<file path="config.mk">
export PLATFORM = sky130hd
export DESIGN_NAME = ad_bus_master_seq
export DESIGN_NICKNAME = d
export VERILOG_FILES = /design/src/rtl/ad_bus_master_seq.sv
export SDC_FILE = /design/constraint.sdc
export NUM_CORES = 1
export LEC_CHECK = 0
export CAP_MARGIN = 20
export CORE_ASPECT_RATIO = 1.75
export CORE_UTILIZATION = 46
export CTS_CLUSTER_SIZE = 14
export DETAILED_ROUTE_END_ITERATION = 8
export PLACE_DENSITY = 0.86
export SYNTH_ARGS = -nofsm -noshare
export SYNTH_HDL_FRONTEND = slang
export SYNTH_SLANG_ARGS = --single-unit
</file>
<file path="constraint.sdc">
create_clock -name Clk -period 3.7 [get_ports Clk]
set_input_delay 1.11 -clock Clk [delete_from_list [all_inputs] [get_ports Clk]]
set_output_delay 1.11 -clock Clk [all_outputs]
set_load 0.05 [all_outputs]
</file>
<file path="src/rtl/ad_bus_master_seq.sv">
// Single-word AD bus sequencer: address, write data or turnaround/wait/capture, one-cycle response.
// Latency: write 4+waits cycles, read 4+TURN_CYCLES+waits cycles from accept; req_ready only in IDLE with Gnt.
module ad_bus_master_seq #(
  parameter int unsigned TURN_CYCLES = 2,
  parameter int unsigned TIMEOUT     = 255
) (
  input  logic        Clk,
  input  logic        Reset,
  input  logic        Gnt,
  input  logic        req_valid,
  output logic        req_ready,
  input  logic        req_write,
  input  logic [31:0] req_addr,
  input  logic [31:0] req_wdata,
  output logic        Drive,
  output logic        OK,
  output logic [31:0] ADOut,
  output logic        AddrStb,
  input  logic        TRdy,
  input  logic [31:0] IPad,
  output logic        rsp_valid,
  output logic        rsp_err,
  output logic [31:0] rsp_rdata
);

  localparam logic [2:0] IDLE  = 3'd0;
  localparam logic [2:0] ADDR  = 3'd1;
  localparam logic [2:0] WDATA = 3'd2;
  localparam logic [2:0] TURN  = 3'd3;
  localparam logic [2:0] RWAIT = 3'd4;
  localparam logic [2:0] RCAP  = 3'd5;
  localparam logic [2:0] DRAIN = 3'd6;
  localparam logic [2:0] DONE  = 3'd7;

  localparam logic [7:0] TIMEOUT_C = 8'(TIMEOUT);
  localparam logic [7:0] TURN_C    = 8'(TURN_CYCLES);

  logic [2:0]  state_q, state_d;
  logic [7:0]  cnt_q, cnt_d;
  logic        write_q, write_d;
  logic [31:0] wdata_q, wdata_d;
  logic        err_q, err_d;
  logic        req_ready_q, req_ready_d;
  logic        drive_q, drive_d;
  logic        ok_q;
  logic [31:0] adout_q, adout_d;
  logic        addrstb_q, addrstb_d;
  logic        rsp_valid_q, rsp_valid_d;
  logic        rsp_err_q, rsp_err_d;
  logic [31:0] rsp_rdata_q, rsp_rdata_d;

  always_comb begin
    state_d     = state_q;
    cnt_d       = cnt_q;
    write_d     = write_q;
    wdata_d     = wdata_q;
    err_d       = err_q;
    adout_d     = adout_q;
    rsp_err_d   = 1'b0;
    rsp_rdata_d = '0;
    case (state_q)
      IDLE: begin
        if (req_valid && req_ready_q) begin
          state_d = ADDR;
          write_d = req_write;
          wdata_d = req_wdata;
          err_d   = 1'b0;
          cnt_d   = '0;
          adout_d = req_addr;
        end
      end
      ADDR: begin
        cnt_d = '0;
        if (write_q) begin
          state_d = WDATA;
          adout_d = wdata_q;
        end else begin
          state_d = TURN;
        end
      end
      WDATA: begin
        // TRdy wins over a timeout landing in the same cycle
        cnt_d = cnt_q + 8'd1;
        if (TRdy) begin
          state_d = DRAIN;
        end else if (cnt_d == TIMEOUT_C) begin
          state_d = DRAIN;
          err_d   = 1'b1;
        end
      end
      TURN: begin
        cnt_d = cnt_q + 8'd1;
        if (cnt_d == TURN_C) begin
          state_d = RWAIT;
          cnt_d   = '0;
        end
      end
      RWAIT: begin
        cnt_d = cnt_q + 8'd1;
        if (TRdy) begin
          state_d = RCAP;
        end else if (cnt_d == TIMEOUT_C) begin
          state_d   = DONE;
          rsp_err_d = 1'b1;
        end
      end
      RCAP: begin
        // pad stage registers the bus, so read data appears one cycle after TRdy
        state_d     = DONE;
        rsp_rdata_d = IPad;
      end
      DRAIN: begin
        state_d   = DONE;
        rsp_err_d = err_q;
      end
      DONE: begin
        state_d = IDLE;
      end
      default: begin
        state_d = IDLE;
      end
    endcase
    if (state_d == DONE) begin
      adout_d = '0;
    end
  end

  assign req_ready_d = (state_d == IDLE) && Gnt;
  assign drive_d     = (state_d == ADDR) || (state_d == WDATA);
  assign addrstb_d   = (state_q == ADDR);
  assign rsp_valid_d = (state_d == DONE);

  always_ff @(posedge Clk or negedge Reset) begin
    if (!Reset) begin
      state_q     <= IDLE;
      cnt_q       <= '0;
      write_q     <= 1'b0;
      wdata_q     <= '0;
      err_q       <= 1'b0;
      req_ready_q <= 1'b0;
      drive_q     <= 1'b0;
      ok_q        <= 1'b0;
      adout_q     <= '0;
      addrstb_q   <= 1'b0;
      rsp_valid_q <= 1'b0;
      rsp_err_q   <= 1'b0;
      rsp_rdata_q <= '0;
    end else begin
      state_q     <= state_d;
      cnt_q       <= cnt_d;
      write_q     <= write_d;
      wdata_q     <= wdata_d;
      err_q       <= err_d;
      req_ready_q <= req_ready_d;
      drive_q     <= drive_d;
      ok_q        <= Gnt;
      adout_q     <= adout_d;
      addrstb_q   <= addrstb_d;
      rsp_valid_q <= rsp_valid_d;
      rsp_err_q   <= rsp_err_d;
      rsp_rdata_q <= rsp_rdata_d;
    end
  end

  assign req_ready = req_ready_q;
  assign Drive     = drive_q;
  assign OK        = ok_q;
  assign ADOut     = adout_q;
  assign AddrStb   = addrstb_q;
  assign rsp_valid = rsp_valid_q;
  assign rsp_err   = rsp_err_q;
  assign rsp_rdata = rsp_rdata_q;

endmodule

</file>
Word-level counts from Yosys, hierarchy flattened:

Cells that the tools add are included.

* add/subtract/negate cells: 1
* reductions and logical operators: 14
* equal/unequal tests: 17
* muxes and demuxes: 23

Operators with widths (number)
* 32-bit two-way mux: 4
* 32-bit one-hot mux with 2 select lines: 1
* 8-bit one-hot mux with 4 select lines: 1
* 3-bit one-hot mux with 7 select lines: 1
* 3-bit two-way mux: 6
* 8-bit two-way mux: 2
* 3-bit equality test (second input constant): 5
* 3-bit by 2-bit equality test with 1-bit output (second input constant): 3
* 8-bit by 1-bit adder with 8-bit output (second input constant): 1
* 8-bit by 2-bit equality test with 1-bit output (second input constant): 1
* 8-bit equality test (second input constant): 1
* 3-bit by 1-bit equality test with 1-bit output (second input constant): 2
* 3-bit logical NOT: 2
* 1-bit two-way mux: 6
* 2-bit inequality test (second input constant): 3
* 1-bit one-hot mux with 2 select lines: 2
* 2-bit AND reduction: 2
* 4-bit AND reduction: 1
* 4-bit nonzero test: 1
* 2-bit OR reduction: 2
* 3-bit by 2-bit inequality test with 1-bit output (second input constant): 1
* 3-bit inequality test (second input constant): 1
* 3-bit AND reduction: 1
* 3-bit nonzero test: 1
* 3 further kinds: 4

* bits of input ports: 102
* output and inout port bits: 70
* word-level logic and storage cells: 68
* bits in registers: 115

Logic depth before layout (Yosys ltp):

* depth after elaboration: 8
* depth in mapped cells: 9
* mapped depth without buffers: 9

Worst setup path before layout:

No wires, ideal clock.

* path kind: input to register
* start: in TRdy
* end: reg wdata_q[22]
* cell stages on the path: 7
* arrival: 2.898 ns
* library setup time: 0.128 ns
* setup slack: 0.675 ns
* buffers on the path: 1
* data required time: 3.572 ns
* path through: or4b_2 -> o211ai_1 -> nor2_1 -> a221o_2 -> o211ai_4 -> buf_6 -> mux2_1

RTL lines
* start: declaration: line 19 `input logic TRdy,`
* end signal: assignment: line 152 `wdata_q <= wdata_d;`
* end: declaration: line 41 `logic [31:0] wdata_q, wdata_d;`

==> results.toml <==
[placement]
dp_slack_ns = 0.08171
dpl_cell_area_sq_um = 7013
place_hpwl_um = 9204
io_buffers = 171
globalplace.congestion = 0.8539

[routing]
drtIter0Drc = 132
via_count = 3975
drt-pass1-iter-count = 6
wl_per_cell_um = 17.72
drc = 0
drtAntennaViolNets = 0
wirelength_um = 13010
drt-vias-per-instance = 5.416

[worst_setup_path]
ff2ff_setup_slack_ns = 0.41
start_kind = "register"
cp_top_family = "compound AO/OA/AOI/OAI gates"
cp_max_fo = 10
worst-path-buf-inv = 2
crit_type = "register to register"
endpoint_kind = "register"
cpPeakStageDelay_ns = 0.54
r2r_end = "wdata_q[2]"
path_depth = 8
crit_arrival_ns = 3.57
ff2ff_path_depth = 8
crit_chain = "ha_1 -> inv_1 -> or3_4 -> a2111oi_4 -> a211oi_2 -> o211ai_4 -> buf_12 -> mux2_2"
required_ns = 3.97
cp-endpoint = "wdata_q[2]"
critPathSlowestCell = "a2111oi_4"
crit_start = "cnt_q[0]"
r2r-start = "cnt_q[0]"

[timing]
rsz0062_at_grt = "false"
skew_ns = 0.009331
period_minus_slack_ns = 3.292
tightest_slew_ns = 1.026
fmax_mhz = 303.8
tns_ns = 0
maxSlewHeadroom_pct = 31.62
maxSlewViolCount = 0
finalSetupViolations = 0
finalCritPeriodShare_pct = 88.98
finalHoldViolCount = 0
setup_ws_ns = 0.4079

[power_and_ir_drop]
pwr_density_cell_nw_per_um2 = 906.9
power_mw = 6.860
ir_worst_vdd_v = 0.0006597
power_leakage_nw = 3.240

[floorplanning]
rows = 50
coreArea_sq_um = 10820
fp.dieArea_sq_um = 11640
fp.dieH_um = 142.0
fp.dieW_um = 82.00
initial_core_util_pct = 47.60
pin_count = 172

[cts]
postCtsSetupRepairBufs = 0
numCtsBuffers = 17
cts_tree = "built"
ctsHoldBuffers = 0
clkTransAtPathRegs_ns = 0.05
cts_resized = 0
clock-sinks = 115
htreeDepth = 4
root_buffer = "clkbuf_16"
clkLatencyLatePin_ns = 0.40
clock_path_buffers = 2

[cells_and_area]
nets = 698
fillers = 721
num_antenna_cells = 0
syn_to_final_growth_pct = 46.85
layout-drive-gt1-share_pct = 13.25
design_area_sq_um = 7565

[run_status]
status = "completed"

[run]
drv_cap = 0

[logic_synthesis]
syn_area_sq_um = 5151
yosys.cell_count.top_type = "dfrtp_1"
yosys_warnings = 0
synth_area_leaders = "dfrtp_1 (56%), mux2_4 (7.9%), mux2i_1 (6.4%), a211oi_1 (5.0%), and2_1 (4.1%)"
synth_top_area_share_pct = 55.87
synth_edf_count = 0
ys_ff_latch = 115
ys.flop_type = "dfrtp_1"
synthArstFlopShare_pct = 100.0
yosysTopAreaCell = "dfrtp_1"
synth_cells = 423
ys_seq_area_share_pct = 55.87
syn-num-nets = 528
synth_cell_types = 52
syn_avg_cell_area_sq_um = 12.18
synth_common_cells = "dfrtp_1 (115), nor2_1 (43), a211oi_1 (34), and2_1 (34), mux2i_1 (33)"

[hold_path]
worst_hold_path_type = "register to register"

[global_routing]
grt_max_degree = 67
antenna_found_initial = 0
grt_pass1_vias = 4162
grtUsageTotal_pct = 23.18
grt.overflow.total = 0
grt_first_pass_wirelength_um = 20110
-- layer usage --
layer	track usage, %	vias up	wire, um
met1	24.74	1947	4796
li1	-	1845	-
met4	10.06	0	315
met5	0	-	0
met2	41.50	158	7055
met3	6.026	25	842
-- cell usage in the layout, fill, tap and decap left out, types with 4 or more instances in the layout --
cell type | netlist | final
nor4_1 | 4 | 4
clkbuf_16 | 0 | 17
dfrtp_1 | 115 | 115
o21ai_0 | 11 | 11
clkdlybuf4s50_1 | 0 | 170
mux2_4 | 27 | 27
buf_4 | 1 | 4
clkinv_2 | 0 | 4
nor2_1 | 43 | 43
mux2i_1 | 33 | 33
buf_12 | 0 | 5
and2_1 | 34 | 33
a21oi_1 | 10 | 10
inv_1 | 9 | 9
nand3_1 | 8 | 8
nand2_1 | 11 | 11
a211oi_1 | 34 | 34
-- stage by stage --
stage,hold WS [ns],std cells,utilization [%]
after floorplan,0.4640,423,-
after global placement,0.4764,704,64.80
after detailed placement,0.4992,704,64.80
after CTS,0.5067,734,69.90
after global routing,0.5233,734,69.90
final,0.5104,734,69.90
-- worst min path at each step --
stage | startpoint | to | slack (ns) | cells after the start
2_1_floorplan | wdata_q[22] | wdata_q[22] | 0.46 | 1
3_3_place_gp | wdata_q[30] | wdata_q[30] | 0.48 | 1
3_5_place_dp | wdata_q[30] | wdata_q[30] | 0.50 | 1
4_1_cts | wdata_q[1] | wdata_q[1] | 0.51 | 1
5_1_grt | wdata_q[10] | wdata_q[10] | 0.52 | 1
6_report | wdata_q[1] | wdata_q[1] | 0.51 | 1
-- registers in the layout, summed over array words and instances, names as in the netlist --
name / count
req_ready: 1
rsp_valid: 1
AddrStb: 1
rsp_rdata: 32
write_q: 1
state_q: 3
cnt_q: 8
ADOut: 32
wdata_q: 32
OK: 1
rsp_err: 1
err_q: 1
Drive: 1
-- cell type report --
class	count	area [sq um]	share of cell area (%)
timing repair buffer	179	1832	24.21
multi-input combinational	271	2107	27.85
inverter	9	33.78	0.4466
clock buffer	21	470.5	6.219
sequential	115	2878	38.04
clock inverter	9	81.33	1.075
tap	130	162.7	2.150
-- kinds of logic (layout without fill, tap and decap cells) --
kind of cell / Yosys count / in the layout / synth area share (%)
fa+ha+maj: 3 / 3 / 0.7288
xor+xnor: 3 / 3 / 0.5102
flops: 115 / 115 / 55.87
buf+inv: 37 / 218 / 3.352
compound gates: 74 / 74 / 11.05
simple gates: 125 / 125 / 12.90
mux: 66 / 66 / 15.59
-- report_power, final --
part | internal (mW) | total [mW] | leakage [nW] | switching [mW]
clock | 0.964 | 1.51 | 0.267 | 0.541
sequential | 1.73 | 2.08 | 1.49 | 0.348
combinational | 1.39 | 3.28 | 1.48 | 1.89
total | 4.08 | 6.86 | 3.24 | 2.78
Power figures use the tool's default switching activity.
